### src/rtl/apb2iob.sv
// ============================================================================
// apb2iob : APB3 completer that forwards each transfer as one IOB request
// Rev 1.0 : initial release
// ============================================================================
`default_nettype none

module apb2iob #(
  parameter logic [19:0] BASE_HI = 20'h00000,
  parameter int          TO_W    = 8,
  parameter int          TIMEOUT = 255
) (
  input  logic        clk,
  input  logic        rst,
  input  logic [11:0] paddr,
  input  logic        psel,
  input  logic        penable,
  input  logic        pwrite,
  input  logic [31:0] pwdata,
  output logic        pready,
  output logic [31:0] prdata,
  output logic        pslverr,
  output logic        ibval,
  input  logic        ibrdy,
  output logic [31:0] ibadr,
  output logic [3:0]  ibwen,
  output logic [31:0] ibwdat,
  input  logic [31:0] ibrdat
);

  localparam bit            c_TO_EN   = (TIMEOUT != 0);
  localparam logic [TO_W-1:0] c_TO_LAST = TO_W'((TIMEOUT == 0) ? 0 : TIMEOUT - 1);
  localparam logic [TO_W-1:0] c_CNT_MAX = '1;

  typedef enum logic [1:0] {
    S_IDLE = 2'd0,
    S_REQ  = 2'd1,
    S_RESP = 2'd2
  } state_t;

  state_t          r_state;
  logic [11:0]     r_paddr;
  logic            r_pwrite;
  logic [31:0]     r_pwdata;
  logic [TO_W-1:0] r_cnt;
  logic [31:0]     r_prdata;
  logic            r_pslverr;

  logic w_setup;
  logic w_expired;

  assign w_setup   = psel & ~penable;
  assign w_expired = c_TO_EN && (r_cnt == c_TO_LAST);

  always_ff @(posedge clk) begin
    if (rst) begin
      r_state   <= S_IDLE;
      r_paddr   <= '0;
      r_pwrite  <= 1'b0;
      r_pwdata  <= '0;
      r_cnt     <= '0;
      r_prdata  <= '0;
      r_pslverr <= 1'b0;
    end else begin
      case (r_state)
        S_IDLE: begin
          // An access phase without a preceding setup never starts a request.
          if (w_setup) begin
            r_paddr  <= paddr;
            r_pwrite <= pwrite;
            r_pwdata <= pwdata;
            r_cnt    <= '0;
            r_state  <= S_REQ;
          end
        end
        S_REQ: begin
          // ibrdy takes priority over a timeout expiring in the same cycle.
          if (ibrdy) begin
            if (!r_pwrite) begin
              r_prdata <= ibrdat;
            end
            r_pslverr <= 1'b0;
            r_state   <= S_RESP;
          end else if (w_expired) begin
            r_pslverr <= 1'b1;
            r_prdata  <= '0;
            r_state   <= S_RESP;
          end else if (r_cnt != c_CNT_MAX) begin
            r_cnt <= r_cnt + 1'b1;
          end
        end
        S_RESP: begin
          r_state <= S_IDLE;
        end
        default: begin
          r_state <= S_IDLE;
        end
      endcase
    end
  end

  assign ibval   = (r_state == S_REQ);
  assign pready  = (r_state == S_RESP);
  assign pslverr = (r_state == S_RESP) & r_pslverr;
  assign prdata  = r_prdata;
  assign ibadr   = {BASE_HI, r_paddr};
  assign ibwen   = {4{r_pwrite}};
  assign ibwdat  = r_pwdata;

endmodule

`default_nettype wire
### config.mk
export PLATFORM = sky130hd
export DESIGN_NAME = apb2iob
export DESIGN_NICKNAME = d
export VERILOG_FILES = /design/src/rtl/apb2iob.sv
export SDC_FILE = /design/constraint.sdc
export NUM_CORES = 1
export LEC_CHECK = 0
export CAP_MARGIN = 10
export CORE_ASPECT_RATIO = 1.4
export CORE_UTILIZATION = 43
export DETAILED_ROUTE_END_ITERATION = 10
export PLACE_DENSITY_LB_ADDON = 0.12
export SETUP_SLACK_MARGIN = 0.15
export SLEW_MARGIN = 20
export SYNTH_ARGS = -nofsm -noshare
export SYNTH_HDL_FRONTEND = slang
export SYNTH_SLANG_ARGS = --single-unit
### constraint.sdc
create_clock -name clk -period 4 [get_ports clk]
set_clock_uncertainty 0.1 [all_clocks]
set_input_delay 1.2 -clock clk [delete_from_list [all_inputs] [get_ports clk]]
set_output_delay 1.2 -clock clk [all_outputs]
set_load 0.05 [all_outputs]
### Yosys cells after proc, flatten, opt, wreduce, memory -nomap -nowiden

Index checks and enable logic that the tools add are counted.

| word-level totals | value |
|---|---|
| word-level logic and storage cells | 43 |
| flip-flop bits (word level) | 88 |

| operators by class | value |
|---|---|
| equal/unequal tests | 10 |
| add/sub/neg operators | 1 |
| mux-type cells | 14 |
| bitwise gates (word level) | 3 |
| reduce and logical (&&, ||, !) cells | 8 |

Operators with widths:

| cell | number |
|---|---|
| 32-bit 2-to-1 mux | 3 |
| 8-bit 2-to-1 mux | 4 |
| 8-bit one-hot mux with 2 select lines | 1 |
| 8-bit by 1-bit adder with 8-bit output, second input constant | 1 |
| 8-bit == test, second input constant | 1 |
| 2-bit != test, second input constant | 4 |
| 8-bit != test, second input constant | 1 |
| 2-bit 2-to-1 mux | 3 |
| 2-bit AND reduction | 3 |
| 5-bit AND reduction | 1 |
| 2-bit one-hot mux with 2 select lines | 1 |
| 2-bit nonzero test | 2 |
| 3-bit by 1-bit != test with 1-bit output, second input constant | 1 |
| 3-bit AND reduction | 1 |
| 1-bit AND | 2 |
| 2-bit by 1-bit == test with 1-bit output, second input constant | 1 |
| 2-bit == test, second input constant | 1 |
| 2-bit zero test | 1 |
| 1-bit 2-to-1 mux | 2 |
| 2-bit by 1-bit != test with 1-bit output, second input constant | 1 |
| 1-bit inverter | 1 |

### Depth between registers and ports, before layout

| depth | value |
|---|---|
| word-level depth | 5 |
| mapped depth | 8 |
| depth with buffers taken out | 6 |

### Worst setup path after synthesis

No wires, ideal clock.

| path | value |
|---|---|
| path type | reg-to-output |
| from | reg r_state[1] |
| to | out pslverr |
| path slack | 1.038 ns |
| data required time | 2.700 ns |
| stages on the path, launching flop included | 3 |
| arrival time | 1.662 ns |
| cell sequence | dfxtp_1 nor2b_1 and2_1 |

| between the ends | value |
|---|---|
| cells in the longest elaborated chain, start to end | 2 |

RTL lines:

| element | RTL line | source |
|---|---|---|
| start: declaration | 40 | `state_t r_state;` |
| start signal: assignment | 56 | `r_state <= S_IDLE;` |
| start signal: assignment | 72 | `r_state <= S_REQ;` |
| start signal: assignment | 82 | `r_state <= S_RESP;` |
| 2-bit == test | -- |  |
| via pready | 19 | `output logic pready,` |
| 1-bit AND | 103 | `assign pslverr = (r_state == S_RESP) & r_pslverr;` |
| end: declaration | 21 | `output logic pslverr,` |

The timed path passes the listed nets, and every way through them passes these cells.

### Final worst setup path

| path | value |
|---|---|
| from | reg r_state[0] |
| to | out ibval |

| between the ends | value |
|---|---|
| cells in the longest elaborated chain, start to end | 1 |

RTL lines:

| element | RTL line | source |
|---|---|---|
| 2-bit by 1-bit == test with 1-bit output | 101 | `assign ibval = (r_state == S_REQ);` |
| end: declaration | 22 | `output logic ibval,` |

No other way between the ends.

==> summary.txt <==
STA
  • Slew Viols, Final: 0
  • Setup TNS: 0 ns
  • RSZ-0062 raised after global routing: false
  • Tmin final: around 3.4 ns
  • Final Cycle Share: a little over four fifths
  • Worst slew pin tran: 0.8681 ns
  • Highest clock rate: around 300 MHz
  • Worst slew margin: roughly 42%
  • Final setup fails: 0
  • Final-report hold violation count: 0

Synthesis
  • Multiplexer share of the synthesized area: 0.3077%
  • Main synth FF type: dfxtp_1
  • Mean Syn Cell Area: around 8.3 um^2
  • Post-Synth Adder-Cell Area: less than 1%
  • Yosys top cell by area: dfxtp_1
  • Share of the synthesized area in the top cell type: between 40 and 50%
  • Asr flop ratio synth: 0%
  • Sequential element share of the synthesized area: 48.14%
  • Syn Inst Count: 440
  • Xor-xnor portion of the synthesized cell area: 0%
  • Cell variety after synth: 38
  • Ys Warns: 0
  • Top cells by area, synth: dfxtp_1 (48%), nand2_1 (13%), a21oi_1 (11%)
  • Post-synth EDFFs: 0
  • Post-Syn Area: roughly 0.0037 mm^2
  • Post-Synth Simple-Gate Area: about 19%
  • Compound-Gate Fraction of Synth Area: between 20 and 25%
  • Number of synthesized register bits: 88
  • Largest family of logic cells by synthesized area: compound AO/OA/AOI/OAI gates

Finish
  • Multi-input logic area: about 0.0016 mm^2
  • Fraction of layout cells with a size suffix above 1: 4.949%
  • Layout area overhead: 50.46%
  • Util after Layout: about 67%
  • N_diodes: 0
  • Most common cell after layout, fill and taps aside: clkdlybuf4s50_1
  • Fin area: about 0.0055 mm^2
  • FF/Latch Area: about 0.0018 mm^2
  • Layout filler cell count: between 600 and 700
  • Non-filler instance count after layout: between 600 and 700
  • Most frequent cells in the layout: clkdlybuf4s50_1 (163), nand2_1 (124), dfxtp_1 (88)
  • Layout Nets: between 600 and 700

Clock tree
  • Number of H-tree levels: 3
  • Clock slew at reported path FFs: 0.06 ns
  • Clk sink count: between 80 and 90
  • TritonCTS buffer count: 9
  • Worst-Skew Late Latency: between 0.3 and 0.4 ns
  • Root buffer cell: clkbuf_16
  • Setup bufs post-CTS: 0
  • Post-CTS sizing: 0
  • Clock buffer depth: 2
  • CTS hold repair buffers: 0
  • CTS tree: done

Critical path
  • Critical path arrival: about 2.1 ns
  • Setup crit start kind: register
  • Worst Setup End Kind: output port
  • Worst R2R Start: r_cnt[1]
  • Reg2Reg Depth: 5
  • Worst-path fanout max: 7
  • Worst reg2reg endpoint: r_cnt[1]
  • Crit path required time: approximately 2.7 ns
  • Flop-to-flop setup slack: between 1.5 and 2 ns
  • Critical path class: reg2out

Hold path
  • Min-delay src: ibwdat[3]
  • Type of the worst min-delay path: reg2reg
  • WHS Endpoint: ibwdat[3]
  • WHS Path Cells: 2

Global route
  • Vias in the first global route: about 3300
  • Congestion Overflow GR: 0
  • First-pass GRT wire length: 14950 um
  • GRT Overall Usage: between 20% and 30%
  • Largest net degree at the start of global routing: 65
  • Antenna violations before repair: 0

Route
  • Routed length per instance: about 14 um
  • Routed met3 length: approximately 650 um
  • WL final: around 9400 um
  • Via count: around 3500
  • Vias per inst: 5.110
  • TritonRoute pass-1 iters: 4
  • Wl on met1: 3712 um
  • Post-route ant nets: 0
  • DRT iter0 DRCs: 149
  • Top routing layer used: met4
  • DRC Markers: 0
  • Met2 wirelength from detailed routing: between 4000 and 5000 um

Place
  • Cells after DPL: slightly below 700
  • Port buffer count: 164
  • HPWL after DPL: 6422 um
  • Cell Area, Placed: a little over 0.005 mm^2
  • GP Congestion: between 0.8 and 0.9

Die
  • Starting Density: 44.64%
  • Die Wd: ~80 um
  • Die ar.: 0.008889 mm^2
  • # rows: 39
  • # IOs: between 150 and 200
  • Core area: 0.008198 mm^2
  • Die Ht: approximately 110 um

Power
  • Leakage: about 1.9 nW
  • Power Total: between 2 and 2.5 mW
  • Max rail drop VDD: between 0.0003 and 0.0004 V
  • Power per Cell Area: approximately 400 mW/mm^2

Status
  • Status: finished clean

Run
  • Max-cap violations: 0
cells by family (layout without fill, tap and decap cells):
| kind of cell | after synthesis | after routing |
|---|---|---|
| muxes | 1 | 1 |
| DFF | 88 | 88 |
| buffers and inverters | 63 | 190 |
| adders and majority gates | 2 | 2 |
| and+or+nand+nor | 158 | 158 |
| AOI/OAI and AO/OA | 127 | 127 |
| other | 1 | 20 |
registers in the layout, summed over array words and instances, names as in the netlist:
name	count
r_pwrite	1
ibwdat	32
r_pslverr	1
r_state	2
r_paddr	12
prdata	32
r_cnt	8
worst max-delay path, stage by stage, from the launching register on:
cell	delay [ns]
dfxtp_1	0.39
or2b_4	0.33
inv_1	0.18
clkdlybuf4s50_1	0.86
metrics by stage:
| step | setup WS, ns | hold slack [ns] |
|---|---|---|
| finish | 0.6081 | 0.3521 |
| global route | 0.5296 | 0.3680 |
| CTS | 0.6000 | 0.3544 |
| detailed placement | 0.7747 | 0.3476 |
| global placement | 0.8040 | 0.3405 |
| floorplan | 1.038 | 0.3322 |
power breakdown:
part | leakage (nW) | switching (mW) | internal (mW)
registers | 0.715 | 0.0170 | 0.907
logic | 1.03 | 0.255 | 0.153
clock network | 0.149 | 0.324 | 0.542
synthesized netlist by cell type, types with 2 or more instances:
cell,instances
nand2_1,124
dfxtp_1,88
a21oi_1,83
a311oi_1,32
buf_4,31
clkbuf_1,19
nand3_1,11
buf_2,6
nor2_1,5
buf_6,3
inv_1,3
o21a_1,3
a31oi_1,2
and3_1,2
ha_1,2
nand2b_1,2
nor3b_2,2
or3_1,2
final cells by class:
class	instances	share of cell area (%)
Multi-Input combinational cell	308	29.18
Tap cell	102	2.318
Sequential cell	88	31.99
Clock buffer	11	4.226
Inverter	3	0.2045
Clock inverter	4	1.272
Timing Repair Buffer	172	30.81
worst max-delay path by stage:
stage / to / startpoint / cells after the start / slack, ns
2_1_floorplan: pslverr / r_state[1] / 2 / 1.04
6_report: ibval / r_state[0] / 3 / 0.61
3_3_place_gp: r_cnt[6] / ibrdy / 5 / 0.80
5_1_grt: ibval / r_state[0] / 3 / 0.53
3_5_place_dp: r_cnt[6] / ibrdy / 5 / 0.77
4_1_cts: ibval / r_state[0] / 3 / 0.60
layer usage:
| metal | vias up | global-route usage (%) |
|---|---|---|
| li1 | 1770 | - |
| met1 | 1621 | 23.01 |
| met2 | 110 | 37.61 |
| met3 | 15 | 7.078 |
| met4 | 0 | 8.690 |
| met5 | - | 0 |
No activity file was read; power rests on OpenSTA's default activity.
==> edit (config.mk and constraints unchanged) <==
Set the parameter `TO_W` to 6 (it was 8).
--- a/src/rtl/apb2iob.sv
+++ b/src/rtl/apb2iob.sv
@@ -8,3 +8,3 @@
   parameter logic [19:0] BASE_HI = 20'h00000,
-  parameter int          TO_W    = 8,
+  parameter int          TO_W    = 6,
   parameter int          TIMEOUT = 255
Formal check against the unedited RTL: same outputs for any inputs over 10 cycles, from zero or initial values and one cycle with rst high; that may be too few to reach the edited logic, so the function may still have changed.
==> edit against the original RTL <==
Area after synthesis shrank 13%; count of clock-buffer cells in the layout is the same; total power shrank 11%; sequential power down 2.3%; critical path depth unchanged; wire length decreased by 11%; final area decreased by 8.6%; worst setup slack better by 88 ps; fmax is 2.6% higher; sequential cell count fell by 2.
==> edit: results (changes against the original RTL) <==
Outcome
  – Status: finished clean

Worst setup path
  – CP startpoint: r_state[1]
  – Delay-heaviest family, CP: buffers and inverters
  – Max incr delay on CP: 810 ps (-50 ps)
  – Worst Path Arrival: 2000 ps (-90 ps)
  – Max FO, Critical Path: 5 (-2)

Finish
  – Fraction of standard cell area in multi-input logic: 25.0% (-4.2 points)
  – Final non-clock buffer share: 33.8% (+3.0 points)
  – Number of signal-net buffers in the layout: 170 (-1.2%)
  – Clkbuf count: 11 (unchanged)
  – Clock-cell share of area: 4.40% (-1.1 points)
  – Antenna diodes: 0 (unchanged)
  – Fillers: 584 (-16%)
  – Fin cells: 606 (-12%)
  – Area grow syn2layout: 58.4%
  – Comb_multi_in: 237 (-23%)
  – Layout cells sized above 1: 5.48% (+0.53 points)
  – Fraction of area in registers: 34.2% (+2.2 points)
  – FFs & Latches: 86 (-2.3%)

Synth
  – Post-synthesis cell type count: 33 (-13%)
  – Syn. warnings: 0 (unchanged)
  – Top post-synthesis cells by area: dfxtp_1, nand2_1, a22o_1, a21oi_1, buf_4
  – Post-Synth XOR/XNOR Area: 0.276% (+0.28 points)
  – Commonest cells post-synth: nand2_1, dfxtp_1, a21oi_1
  – Synth Area in Adders: 0.788% (+0.10 points)
  – Post-synth top area cell: dfxtp_1
  – Asr flop ratio synth: 0% (unchanged)
  – Synth Area in Compound Gates: 18.9% (-2.8 points)
  – Sequential area share after synthesis: 54.2% (+6.1 points)
  – Avg Inst Size Synth: 8.97 µm² (+7.9%)
  – Mux cell area share after synthesis: 0.315% (+0.0074 points)

Timing
  – Max-slew headroom: 44.0% (+1.8 points)

Power and ir drop
  – Leakage power: 1.86 nW (-1.5%)
  – Power Internal: 1.42 mW (-12%)
  – VDD IR max: 0.251 mV (-28%)

Place
  – Gpl congestion: 0.818 (-0.93%)
  – # port buffers: 164 (unchanged)
  – Post-DP HPWL: 6.05 mm (-5.8%)
  – Placement Setup Slack: 727 ps (-47.4 ps)
  – Placed cell count: 590 (-12%)
  – Post-place instance area: 4790 µm² (-7.8%)

Route
  – Drt total wl: 8.43 mm (-11%)
  – Drt via density: 4.86 (-4.9%)
  – Initial drt markers: 119 (-20%)

Worst hold path
  – Worst min path class: flop to flop
  – Hold Crit Start: r_paddr[10]

Global route
  – Largest net degree at the start of global routing: 56 (-14%)
  – First-pass GRT wire length: 13.3 mm (-11%)
  – Total Routing Usage GR: 22.1% (+0.64 points)
  – Vias in the first global route: 2819 (-14%)

Floorplanning
  – Row cnt: 36 (-7.7%)

Clock network
  – Root Buffer: clkbuf_8
  – Clock-pin slew on the worst setup and hold paths: 70 ps
  – Post-CTS Repair Setup Buffers: 0 (unchanged)
  – H-tree levels: 3 (unchanged)
edit: changes by cell type after synthesis, moves of 7 or more:
| cell | delta |
|---|---|
| buf_4 | -7 |
| nand2_1 | -29 |
| a21oi_1 | -31 |
| a22o_1 | +32 |
| a311oi_1 | -32 |
edit: path summary, 6_finish.rpt:
path	slack, ps	cells past startpoint	end
worst max-delay path	700	3	pslverr
worst min-delay path	350	2	r_paddr[10]
worst max register to register	2070	4	ibwdat[29]
worst min register to register	350	2	r_paddr[10]
edit: power by group through the flow:
stage / Combinational (mW) / Clock [mW] / Sequential, mW
global placement: 0.379 / 0 / 0.923
finish: 0.383 / 0.670 / 0.904
floorplan: 0.137 / 0 / 1.02
detailed placement: 0.383 / 0 / 0.924
CTS: 0.384 / 0.689 / 0.904
global route: 0.404 / 0.722 / 0.908
edit: layer usage:
metal  share of wire (%)  vias up  track usage [%]
met5                   0        -                0
li1                    -     1460                -
met3                 9.3       15             6.52
met1                  40     1331             25.9
met2                  48      139             35.8
met4                 2.4        0             10.4
